<file path="src/rtl/debounce_pkg.sv">
// debounce_pkg: shared defaults and helpers for the multi-channel debouncer
package debounce_pkg;

    localparam int DEFAULT_N_CH       = 4;
    localparam int DEFAULT_STABLE_CNT = 1000000;
    localparam int SIM_STABLE_CNT     = 4;

    function automatic int cnt_width(input int stable_cnt);
        return $clog2(stable_cnt + 1);
    endfunction

endpackage

</file>
<file path="src/rtl/debounce_chan.sv">
// debounce_chan: one channel (optional 2-flop sync, stability counter, clean level, strobes); DEBOUNCE_SYNC_EN enables the synchroniser
module debounce_chan
    import debounce_pkg::*;
#(
    parameter int   STABLE_CNT = DEFAULT_STABLE_CNT,
    parameter logic INIT_VAL   = 1'b0
) (
    input  logic clk,
    input  logic rst_n,
    input  logic bouncey_in,
    output logic clean_out,
    output logic rise_pulse,
    output logic fall_pulse,
    output logic change_nxt
);

    localparam int               CNT_W   = cnt_width(STABLE_CNT);
    localparam logic [CNT_W-1:0] CNT_MAX = CNT_W'(STABLE_CNT - 1);

    logic             s;
    logic             accept;
    logic             clean_d;
    logic [CNT_W-1:0] cnt;
    logic [CNT_W-1:0] cnt_d;

`ifdef DEBOUNCE_SYNC_EN
    logic [1:0] sync_q;

    // two-flop synchroniser; the counter only ever sees the second stage
    always_ff @(posedge clk or negedge rst_n)
        if (!rst_n) sync_q <= {2{INIT_VAL}};
        else        sync_q <= {sync_q[0], bouncey_in};

    assign s = sync_q[1];
`else
    assign s = bouncey_in;
`endif

    // count consecutive samples disagreeing with the clean level; accept on the last one
    always_comb begin
        accept  = (s != clean_out) && (cnt == CNT_MAX);
        cnt_d   = ((s == clean_out) || accept) ? '0 : cnt + 1'b1;
        clean_d = accept ? s : clean_out;
    end

    assign change_nxt = accept;

    // counter, clean level and strobes all update together so strobes line up with the new level
    always_ff @(posedge clk or negedge rst_n)
        if (!rst_n) begin
            cnt        <= '0;
            clean_out  <= INIT_VAL;
            rise_pulse <= 1'b0;
            fall_pulse <= 1'b0;
        end else begin
            cnt        <= cnt_d;
            clean_out  <= clean_d;
            rise_pulse <= accept & s;
            fall_pulse <= accept & ~s;
        end

endmodule

</file>
<file path="src/rtl/debounce_multi.sv">
// debounce_multi: N-channel debouncer with per-channel strobes and a shared any_change flag; DEBOUNCE_SYNC_EN adds input synchronisers
module debounce_multi
    import debounce_pkg::*;
#(
    parameter int   N_CH       = DEFAULT_N_CH,
    parameter int   STABLE_CNT = DEFAULT_STABLE_CNT,
    parameter logic INIT_VAL   = 1'b0
) (
    input  logic            clk,
    input  logic            rst_n,
    input  logic [N_CH-1:0] bouncey_in,
    output logic [N_CH-1:0] clean_out,
    output logic [N_CH-1:0] rise_pulse,
    output logic [N_CH-1:0] fall_pulse,
    output logic            any_change
);

    logic [N_CH-1:0] chg_nxt;

    for (genvar i = 0; i < N_CH; i++) begin : g_ch
        debounce_chan #(
            .STABLE_CNT (STABLE_CNT),
            .INIT_VAL   (INIT_VAL)
        ) u_chan (
            .clk        (clk),
            .rst_n      (rst_n),
            .bouncey_in (bouncey_in[i]),
            .clean_out  (clean_out[i]),
            .rise_pulse (rise_pulse[i]),
            .fall_pulse (fall_pulse[i]),
            .change_nxt (chg_nxt[i])
        );
    end

    // registered from the channels' next-cycle acceptance so it coincides with the strobes
    always_ff @(posedge clk or negedge rst_n)
        if (!rst_n) any_change <= 1'b0;
        else        any_change <= |chg_nxt;

endmodule

</file>
<file path="config.mk">
export PLATFORM = sky130hd
export DESIGN_NAME = debounce_multi
export DESIGN_NICKNAME = d
export VERILOG_FILES = /design/src/rtl/debounce_pkg.sv /design/src/rtl/debounce_chan.sv /design/src/rtl/debounce_multi.sv
export SDC_FILE = /design/constraint.sdc
export NUM_CORES = 1
export LEC_CHECK = 0
export BUFFER_PORTS_ARGS = -buffer_cell sky130_fd_sc_hd__buf_2
export CAP_MARGIN = 15
export CORE_MARGIN = 2
export CORE_UTILIZATION = 30
export CTS_CLUSTER_SIZE = 24
export DETAILED_ROUTE_END_ITERATION = 8
export PLACE_DENSITY = 0.57
export SLEW_MARGIN = 30
export SYNTH_ARGS = -nofsm -noshare
export SYNTH_HDL_FRONTEND = slang
export SYNTH_SLANG_ARGS = --single-unit
</file>
<file path="constraint.sdc">
create_clock -name clk -period 1.9 [get_ports clk]
set_input_delay 0.285 -clock clk [delete_from_list [all_inputs] [get_ports clk]]
set_output_delay 0.285 -clock clk [all_outputs]
set_load 0.02 [all_outputs]
</file>
==> out/metrics.cfg, run 1 <==
[status]
run_status = finished clean

[worst_setup_path]
r2r_end = g_ch[1].u_chan.cnt[18]
critical_path_class = flip-flop to flip-flop
crit_path_start_kind = flip-flop
crit_fanout = 5
r2r_cells = 5
cp-end-kind = flip-flop
r2r_start = g_ch[1].u_chan.cnt[1]
critPathArrivalTime_ns = 2.12
regToRegSetupSlack_ns = 0.06
cp_data_required_time_ns = 2.17

[floorplanning]
die_area_mm2 = 0.0164
die_height_um = 128
initial_core_util_pct = 30.5
core-area_mm2 = 0.0151
rows = 45
ios = 19
dieWidth_um = 128

[clock_network]
clockBufferDepth = 2
clk_latency_ns = 0.34
htreeDepth = 3
cts_tree = yes
clk_pin_slew_worst_paths_ns = 0.06
cts_root_buf = clkbuf_16
numCtsBuffers = 9
clock_sinks = 93

[sta]
max_clock_freq_ghz = 0.543
worst_pin_slew_ns = 0.377
setup_viol = 0
post-route-min-period_ns = 1.84
hold_violations = 0
setup_slack_ns = 0.0567
fin_skew_ns = 0.00436
fin_crit_sh_pct = 97.0
slew_headroom_pct = 74.5
rsz0062_at_grt = no
slew_viol_final = 0

[route]
wl_per_cell_um = 13.7
dr_total_vias = 3483
antenna_left = 0
drtIter0Drc = 240
wl_um = 9670
dr.pass1.iters = 4
post-route-drc-count = 0
viasPerCell = 4.93

[cells_and_area]
fin_util_pct = 36.7
fillers = 1523
n_antenna_cell = 0
instances_no_fill = 707
syn2layout_area_growth_pct = 20.1
layout.nets = 526
stdcell_area_mm2 = 0.00554
drive_gt1_share_pct = 20.2

[power]
p_int_mw = 3.02
p_clk_share_pct = 40.4
total_power_mw = 3.96
comb_power_share_pct = 7.2
p_leak_nw = 2.26
vdd_drop_max_mv = 0.450
seq_power_share_pct = 52.4
p_switching_mw = 0.939
powerDensity_mw_per_mm2 = 715
switching_share_pct = 23.7

[yosys]
synth-seq-area-share_pct = 50.5
synthAdderAreaFrac_pct = 1.09
synthMuxAreaShare_pct = 0.977
synth_nets = 470
ys_types = 43
synth_top_family_by_area = simple AND/OR/NAND/NOR gates
synth_compound_gate_area_share_pct = 5.02
synth-simple-area-share_pct = 27.4
ys_warn_count = 0
synth-seq-cells = 93
synth_edf_count = 0
netlist_instances = 460
synth_area_mm2 = 0.00461
postSynth.asyncResetShare_pct = 100
synth_xor_area_share_pct = 10.8
ys.flop_type = dfrtp_1
syn_avg_cell_area_um2 = 10.0

[place]
place_hpwl_um = 6840
dpl_cell_area_mm2 = 0.00520
dp_slack_ns = -0.0149
port_buffers = 18
gp_congestion = 0.803
placed_cells = 691

[min_path]
worstHoldEndpoint = g_ch[0].u_chan.fall_pulse
holdPathStages = 2
hp-class = primary input to flip-flop
worstHoldStart = bouncey_in[0]

[global_routing]
grt_pass1_vias = 3592
grt_usage_pct = 13.0
grt_remaining_overflow = 0
grt_pass1_wl_um = 17000
antenna_found_initial = 0
grt_max_degree = 34

[run]
drv_cap = 0

-- power groups by stage --
stage / Combinational, mW / Clock (mW) / Sequential (mW)
floorplan: 0.140 / 0 / 2.10
global placement: 0.267 / 0 / 2.11
detailed placement: 0.277 / 0 / 2.11
global route: 0.322 / 1.74 / 2.08
finish: 0.285 / 1.60 / 2.08
CTS: 0.280 / 1.66 / 2.07
-- worst max path at each step --
stage	from	endpoint	slack, ns	cells after the start
2_1_floorplan	g_ch[1].u_chan.cnt[0]	g_ch[1].u_chan.cnt[18]	-0.03	6
3_3_place_gp	g_ch[1].u_chan.cnt[1]	g_ch[1].u_chan.cnt[18]	0.02	5
3_5_place_dp	g_ch[1].u_chan.cnt[1]	g_ch[1].u_chan.cnt[18]	-0.01	5
4_1_cts	g_ch[2].u_chan.cnt[6]	g_ch[2].u_chan.clean_out	0.004	4
5_1_grt	g_ch[0].u_chan.cnt[8]	g_ch[0].u_chan.cnt[19]	0.001	4
6_report	g_ch[1].u_chan.cnt[1]	g_ch[1].u_chan.cnt[18]	0.06	5
-- area by class of cell --
class                           instances  area [µm²]  share of cell area, %
Clock inverter                          2        12.5                  0.226
Sequential cell                        93        2330                   42.0
Clock buffer                           12         236                   4.27
Multi-Input combinational cell        331        2170                   39.2
Timing Repair Buffer                   68         508                   9.18
Inverter                               13        48.8                  0.881
Tap cell                              188         235                   4.25
-- metal layers --
metal / global-route usage, % / share of wire [%]
met1: 16.5 / 48
met2: 21.3 / 47
met4: 3.75 / 1.1
met5: 0 / 0
met3: 4.05 / 3.2
-- synth_stat cells (all sizes together), types with 10 or more instances --
| cell type | number | area, µm² |
|---|---|---|
| dfrtp | 93 | 2330 |
| o21ai | 12 | 60.1 |
| a21oi | 19 | 95.1 |
| nor3 | 12 | 60.1 |
| inv | 13 | 48.8 |
| nor2 | 64 | 240 |
| xor2 | 17 | 149 |
| nand2 | 26 | 97.6 |
| buf | 20 | 133 |
| xnor2 | 40 | 350 |
| nor4 | 16 | 106 |
| nand4 | 19 | 131 |
| or3 | 10 | 65.1 |
| nand3 | 28 | 153 |
-- registers in the layout (all words and copies together), names as in the netlist --
register,count
g_ch.u_chan.rise_pulse,4
g_ch.u_chan.fall_pulse,4
any_change,1
g_ch.u_chan.clean_out,4
g_ch.u_chan.cnt,80
-- worst max-delay path, stage by stage (launching register included) --
cell     delay (ns)
dfrtp_1        0.37
ha_2           0.19
nand2_2        0.05
or4_4          0.56
or4_1          0.47
a21oi_1        0.13
-- cells by family (layout without fill, tap and decap cells) --
| group | after synthesis | count (layout) |
|---|---|---|
| xor+xnor | 57 | 57 |
| fa+ha+maj | 4 | 4 |
| compound gates | 40 | 40 |
| buf+inv | 36 | 95 |
| mux | 4 | 4 |
| simple gates | 226 | 226 |
| flops | 93 | 93 |
-- placed cells by master (no fill, tap or decap), drive strengths merged, types with 13 or more instances in the layout --
cell type and count:
dfrtp 93, buf 67, nor2 64, xnor2 40, nand3 28, nand2 26, a21oi 19, nand4 19
xor2 17, nor4 16, inv 13
-- through the flow --
stage          setup TNS (ns)  hold WS (ns)
6_report                    0         0.150
5_1_grt                     0         0.147
4_1_cts                     0         0.135
3_5_place_dp          -0.0149         0.208
3_3_place_gp                0         0.207
2_1_floorplan         -0.0338       -0.0106
-- what timing repair did --
| item | in CTS | in global routing |
|---|---|---|
| gates resized for setup | 1 | 11 |
| endpoints found under the setup margin | 1 | 25 |
| buffers inserted | 0 | 1 |
| endpoints found under the hold margin | 20 | 0 |
| hold buffers | 1 | 0 |
| gates cloned | 0 | 0 |
No activity file was read; power rests on OpenSTA's default activity.
==> run 2: changes to the inputs <==
--- a/config.mk
+++ b/config.mk
@@ -8,10 +8,10 @@
 export BUFFER_PORTS_ARGS = -buffer_cell sky130_fd_sc_hd__buf_2
 export CAP_MARGIN = 15
 export CORE_MARGIN = 2
-export CORE_UTILIZATION = 30
+export CORE_UTILIZATION = 35
 export CTS_CLUSTER_SIZE = 24
 export DETAILED_ROUTE_END_ITERATION = 8
-export PLACE_DENSITY = 0.57
+export PLACE_DENSITY = 0.63
 export SLEW_MARGIN = 30
 export SYNTH_ARGS = -nofsm -noshare
 export SYNTH_HDL_FRONTEND = slang
==> run 2 against run 1 <==
Core utilization up 6.7 points. Worst hold slack is essentially flat. Flip-flop and latch count unchanged. Register-to-register slack is essentially flat. Non-clock buffer count rose by 2. Sequential power about the same. Combinational power decreased by 5%. Die area down 14%. Worst setup slack worse by 0.0077 ns. Count of clock-buffer cells in the layout down 3.
==> out/metrics.cfg, run 2 (same netlist as run 1, synthesis figures left out) <==
[status]
run_status = finished clean

[worst_setup_path]
critical_path_class = flip-flop to flip-flop
crit_chain = nand4_1 -> or4_4 -> or4b_1 -> a21oi_1
critPathTopFamily = simple AND/OR/NAND/NOR gates
cp_data_required_time_ns = 2.17  ; about the same
cp-end-kind = flip-flop
r2r_cells = 4  ; -1
crit_cells = 4  ; -1
crit_path_start_kind = flip-flop
cpMaxStageDelayCell = or4_4
crit_path_start = g_ch[1].u_chan.cnt[7]
critPathArrivalTime_ns = 2.12  ; about the same
r2r_start = g_ch[1].u_chan.cnt[7]
cpPeakStageDelay_ns = 0.61  ; +0.05 ns
crit_fanout = 7  ; +2
critPathBufInv = 0  ; unchanged

[sta]
post-route-min-period_ns = 1.85  ; +0.00767 ns
worst_pin_slew_ns = 0.504  ; +0.127 ns
fin_skew_ns = 0.00827  ; +0.00390 ns
rsz0062_at_grt = yes
slew_headroom_pct = 66.4  ; -8.1 points
setup_tns_ns = 0  ; unchanged
fin_crit_sh_pct = 97.4  ; +0.40 points
hold_violations = 0  ; unchanged
max_clock_freq_ghz = 0.540  ; -0.41%
setup_viol = 0  ; unchanged
slew_viol_final = 0  ; unchanged

[clock_network]
clk_pin_slew_worst_paths_ns = 0.07  ; about the same
htreeDepth = 3  ; unchanged
clk_latency_ns = 0.35  ; about the same
clock_sinks = 93  ; unchanged
cts_tree = yes
cts_root_buf = clkbuf_16
numCtsBuffers = 9  ; unchanged
clockBufferDepth = 2  ; unchanged

[route]
viasPerCell = 4.95  ; +0.38%
drtIter0Drc = 179  ; -25%
wl_um = 9160  ; -5.3%
antenna_left = 0  ; unchanged
wl_per_cell_um = 13.2  ; -3.7%
dr.pass1.iters = 4  ; unchanged
post-route-drc-count = 0  ; unchanged
dr_total_vias = 3437  ; -1.3%

[floorplanning]
die_area_mm2 = 0.0141  ; -14%
core-area_mm2 = 0.0127  ; -16%
initial_core_util_pct = 36.2  ; +5.7 points
rows = 41  ; -8.9%
ios = 19  ; unchanged
dieWidth_um = 119  ; -7.2%
die_height_um = 119  ; -7.2%

[global_routing]
grt_usage_pct = 14.0  ; +1.0 points
grt_pass1_vias = 3437  ; -4.3%
grt_max_degree = 40  ; +18%
antenna_found_initial = 0  ; unchanged
grt_remaining_overflow = 0  ; unchanged
grt_pass1_wl_um = 16000  ; -5.8%

[min_path]
hp-class = primary input to flip-flop
worstHoldStart = bouncey_in[3]
holdPathStages = 2  ; unchanged

[power]
p_leak_nw = 2.25  ; -0.42%
p_switching_mw = 0.998  ; +6.3%
p_clk_share_pct = 42.0  ; +1.6 points
powerDensity_mw_per_mm2 = 732  ; +2.4%
vdd_drop_max_mv = 0.374  ; -17%
seq_power_share_pct = 51.3  ; -1.1 points
comb_power_share_pct = 6.7  ; -0.5 points
total_power_mw = 4.04  ; +2.1%
switching_share_pct = 24.7  ; +0.97 points
p_int_mw = 3.04  ; +0.80%

[run]
drv_cap = 0  ; unchanged

[cells_and_area]
syn2layout_area_growth_pct = 19.8
final_cell_mix = 93 x dfrtp_1, 64 x nor2_1, 51 x buf_4
regMostFlops = g_ch.u_chan.cnt
final_common_cell = dfrtp_1
n_antenna_cell = 0  ; unchanged
fin_util_pct = 43.4  ; +6.7 points
layout.nets = 528  ; +0.38%
largest_reg_flops = 80  ; unchanged
stdcell_area_mm2 = 0.00552  ; -0.27%
drive_gt1_share_pct = 21.4  ; +1.2 points

[place]
dpl_cell_area_mm2 = 0.00517  ; -0.58%
place_hpwl_um = 6670  ; -2.4%
port_buffers = 18  ; unchanged
gp_congestion = 0.821  ; +2.3%

[run 2: changes by cell type in the layout (fill, tap and decap cells not counted), moves of 2 or more]
cell | previous run | this run
buf_4 | 47 | 51
clkbuf_1 | 3 | 0
buf_12 | 3 | 1
clkinv_4 | 0 | 4
[run 2: metal layers]
metal | track usage [%] | routed length [µm] | vias to the layer above
met5 | 0 | 0 | -
li1 | - | - | 1725
met3 | 4.54 | 303 | 7
met2 | 23.2 | 4410 | 34
met1 | 17.9 | 4370 | 1671
met4 | 2.75 | 77 | 0
[run 2: per-stage QoR]
step / hold slack [ns] / instances / setup WS (ns)
6_report: 0.150 / 695 / 0.0490
5_1_grt: 0.144 / 695 / -0.0528
4_1_cts: 0.138 / 694 / 0.00593
3_5_place_dp: 0.305 / 677 / -0.0315
3_3_place_gp: 0.291 / 677 / -0.00593
2_1_floorplan: -0.0106 / 460 / -0.0338
[run 2: path summary, 6_finish.rpt]
| check | endpoint | slack [ns] |
|---|---|---|
| max in group asynchronous | g_ch[1].u_chan.cnt[5] | 0.88 |
| min reg2reg | g_ch[0].u_chan.cnt[0] | 0.49 |
| max reg2reg | g_ch[1].u_chan.cnt[17] | 0.05 |
| min | g_ch[3].u_chan.fall_pulse | 0.15 |
| max | g_ch[1].u_chan.cnt[17] | 0.05 |
| min in group asynchronous | g_ch[2].u_chan.cnt[16] | 0.46 |
[run 2: worst reg2reg max path, delay by kind of cell (launching register included)]
family	cells	cell delay [ns]
AO/OA/AOI/OAI	1	0.16
flip-flops	1	0.35
AND/OR/NAND/NOR	3	1.29
[run 2: final cells by class]
class / instances / area, µm²
Clock buffer: 9 / 225
Clock inverter: 7 / 61.3
Fill cell: 1257 / 7200
Inverter: 13 / 48.8
Multi-Input combinational cell: 331 / 2150
Sequential cell: 93 / 2330
Tap cell: 172 / 215
Timing Repair Buffer: 70 / 498
[run 2: repair_timing]
| item | in CTS | in global routing |
|---|---|---|
| endpoints found under the hold margin | 36 | 0 |
| buffers inserted | 0 | 1 |
| hold buffers | 1 | 0 |
| resized for setup | 2 | 7 |
| setup endpoints to repair | 2 | 37 |
| pin swaps | 0 | 4 |
[run 2: power groups by stage]
| stage | clock network (mW) | registers (mW) | logic [mW] |
|---|---|---|---|
| 6_report | 1.70 | 2.07 | 0.272 |
| 5_1_grt | 1.85 | 2.08 | 0.309 |
| 4_1_cts | 1.75 | 2.07 | 0.278 |
| 3_5_place_dp | 0 | 2.11 | 0.274 |
| 3_3_place_gp | 0 | 2.10 | 0.268 |
| 2_1_floorplan | 0 | 2.10 | 0.140 |
==> run 3: changes to the inputs <==
--- a/config.mk
+++ b/config.mk
@@ -7,6 +7,7 @@
 export LEC_CHECK = 0
 export BUFFER_PORTS_ARGS = -buffer_cell sky130_fd_sc_hd__buf_2
 export CAP_MARGIN = 15
+export CORE_ASPECT_RATIO = 1.25
 export CORE_MARGIN = 2
 export CORE_UTILIZATION = 35
 export CTS_CLUSTER_SIZE = 24
==> run 3 against run 2 <==
Worst hold slack better by 0.0059 ns. Critical endpoint is now g_ch[3].u_chan.cnt[18]. Worst setup slack better by 0.015 ns. Cell area up 1.7%. Cell count unchanged. Largest cell class unchanged. Sequential share of layout area down 0.71 points. Clock skew down 0.0025 ns. Via count up 1.4%. Flip-flop and latch count unchanged. Clock power up 14%. Critical path type unchanged. Register-to-register slack better by 0.02 ns.
==> out/metrics.cfg, run 3 (same netlist as run 1, synthesis figures left out) <==
[status]
run_status = finished clean

[cells_and_area]
largest_reg_flops = 80  ; unchanged
drive_gt1_share_pct = 22.0  ; +0.60 points
final_cell_mix = 93 x dfrtp_1, 64 x nor2_1, 55 x buf_4
n_antenna_cell = 0  ; unchanged
final_common_cell = dfrtp_1
syn2layout_area_growth_pct = 21.9
layout.nets = 533  ; +0.95%
regMostFlops = g_ch.u_chan.cnt
stdcell_area_mm2 = 0.00562  ; +1.7%
fillers = 1202  ; -4.4%

[power]
seq_power_share_pct = 48.3  ; -3.0 points
p_switching_mw = 0.928  ; -7.0%
p_int_mw = 3.37  ; +11%
switching_share_pct = 21.6  ; -3.1 points
vdd_drop_max_mv = 0.329  ; -12%
comb_power_share_pct = 6.4  ; -0.3 points
p_leak_nw = 2.31  ; +2.8%
powerDensity_mw_per_mm2 = 765  ; +4.4%
p_clk_share_pct = 45.3  ; +3.3 points

[clock_network]
cts_tree = yes
clk_pin_slew_worst_paths_ns = 0.06  ; about the same
clock_sinks = 93  ; unchanged
cts_root_buf = clkbuf_16
clockBufferDepth = 2  ; unchanged
htreeDepth = 3  ; unchanged
clk_latency_ns = 0.34  ; about the same
numCtsBuffers = 9  ; unchanged

[worst_setup_path]
crit_path_start_kind = flip-flop
cp-end-kind = flip-flop
crit_chain = ha_1 -> nand4_1 -> or3_4 -> or4_1 -> a21oi_1
cp_data_required_time_ns = 2.16  ; about the same
crit_fanout = 4  ; -3
cpMaxStageDelayCell = or4_1
critical_path_class = flip-flop to flip-flop
critPathArrivalTime_ns = 2.10  ; -0.02 ns
cpPeakStageDelay_ns = 0.49  ; -0.12 ns

[place]
port_buffers = 18  ; unchanged
gp_congestion = 0.803  ; -2.2%
dpl_cell_area_mm2 = 0.00520  ; +0.58%
place_hpwl_um = 6600  ; -1.0%

[route]
dr.pass1.iters = 5  ; +1
post-route-drc-count = 0  ; unchanged
wl_um = 9260  ; +1.1%
drtIter0Drc = 191  ; +6.7%
viasPerCell = 5.01  ; +1.4%
wl_per_cell_um = 13.3  ; +1.1%
dr_total_vias = 3485  ; +1.4%
antenna_left = 0  ; unchanged

[sta]
fin_skew_ns = 0.00575  ; -0.00252 ns
post-route-min-period_ns = 1.84  ; -0.0154 ns
setup_tns_ns = 0  ; unchanged
setup_viol = 0  ; unchanged
hold_violations = 0  ; unchanged
worst_pin_slew_ns = 0.443  ; -0.0618 ns
max_clock_freq_ghz = 0.545  ; +0.84%
fin_crit_sh_pct = 96.6  ; -0.81 points
slew_headroom_pct = 70.5  ; +4.1 points
whs_ns = 0.156  ; +0.00594 ns
slew_viol_final = 0  ; unchanged

[run]
drv_cap = 0  ; unchanged

[global_routing]
grt_max_degree = 35  ; -13%
grt_remaining_overflow = 0  ; unchanged
antenna_found_initial = 0  ; unchanged
grt_pass1_vias = 3520  ; +2.4%
grt_usage_pct = 13.8  ; -0.19 points
grt_pass1_wl_um = 15900  ; -0.60%

[min_path]
hp-class = primary input to flip-flop

[floorplanning]
die_height_um = 132  ; +11%
rows = 46  ; +12%
dieWidth_um = 107  ; -10%
die_area_mm2 = 0.0141  ; about the same
core-area_mm2 = 0.0128  ; +0.43%
ios = 19  ; unchanged
initial_core_util_pct = 36.1  ; -0.16 points

[run 3: cell type report]
cell class,instances,area [µm²],area share [%]
Timing Repair Buffer,75,548,9.76
Multi-Input combinational cell,331,2160,38.4
Inverter,13,48.8,0.869
Sequential cell,93,2330,41.4
Clock inverter,3,68.8,1.23
Tap cell,168,210,3.74
Clock buffer,12,256,4.57
[run 3: final timing paths]
path / startpoint / to / slack, ns / cells after the start
min in group asynchronous: rst_n / g_ch[0].u_chan.cnt[14] / 0.44 / 2
min: bouncey_in[0] / g_ch[0].u_chan.fall_pulse / 0.16 / 2
min reg2reg: g_ch[0].u_chan.cnt[0] / g_ch[0].u_chan.cnt[0] / 0.49 / 1
max: g_ch[3].u_chan.cnt[1] / g_ch[3].u_chan.cnt[18] / 0.06 / 5
max in group asynchronous: rst_n / g_ch[3].u_chan.cnt[13] / 0.92 / 3
max reg2reg: g_ch[3].u_chan.cnt[1] / g_ch[3].u_chan.cnt[18] / 0.06 / 5
[run 3: metrics by stage]
step | std cells | setup slack (ns) | util (%) | power (mW)
detailed placement | 676 | -0.0542 | 40.7 | 2.38
CTS | 693 | 0.0106 | 43.5 | 4.34
finish | 695 | 0.0645 | 44.0 | 4.29
global placement | 676 | 0.00214 | 40.7 | 2.38
floorplan | 460 | -0.0338 | - | 2.24
global route | 695 | -0.0123 | 44.0 | 4.47
[run 3: critical path: cells and delay by family, from the launching register on]
kind	cells	cell delay [ns]
adders and majority gates	1	0.19
and+or+nand+nor	3	1.05
AOI/OAI and AO/OA	1	0.16
DFF	1	0.36
[run 3: repair_timing]
action,CTS,global route
pin swaps,0,2
hold buffers,1,0
gates cloned,0,0
gates resized for setup,3,8
endpoints found under the setup margin,3,28
endpoints found under the hold margin,30,0
setup buffers,1,2
[run 3: routing by layer]
metal | track usage, % | up-vias | wire length [µm] | share of wire (%)
met5 | 0 | - | 0 | 0
met4 | 5.56 | 0 | 162 | 1.7
met3 | 3.06 | 13 | 290 | 3.1
met2 | 22.7 | 49 | 4610 | 50
met1 | 17.5 | 1688 | 4200 | 45
li1 | - | 1735 | - | -
[run 3: power groups by stage]
stage | logic (mW) | registers (mW) | clock network [mW]
after floorplan | 0.140 | 2.10 | 0
after global placement | 0.273 | 2.10 | 0
after detailed placement | 0.275 | 2.11 | 0
after CTS | 0.278 | 2.07 | 1.99
after global routing | 0.311 | 2.08 | 2.08
final | 0.277 | 2.07 | 1.94
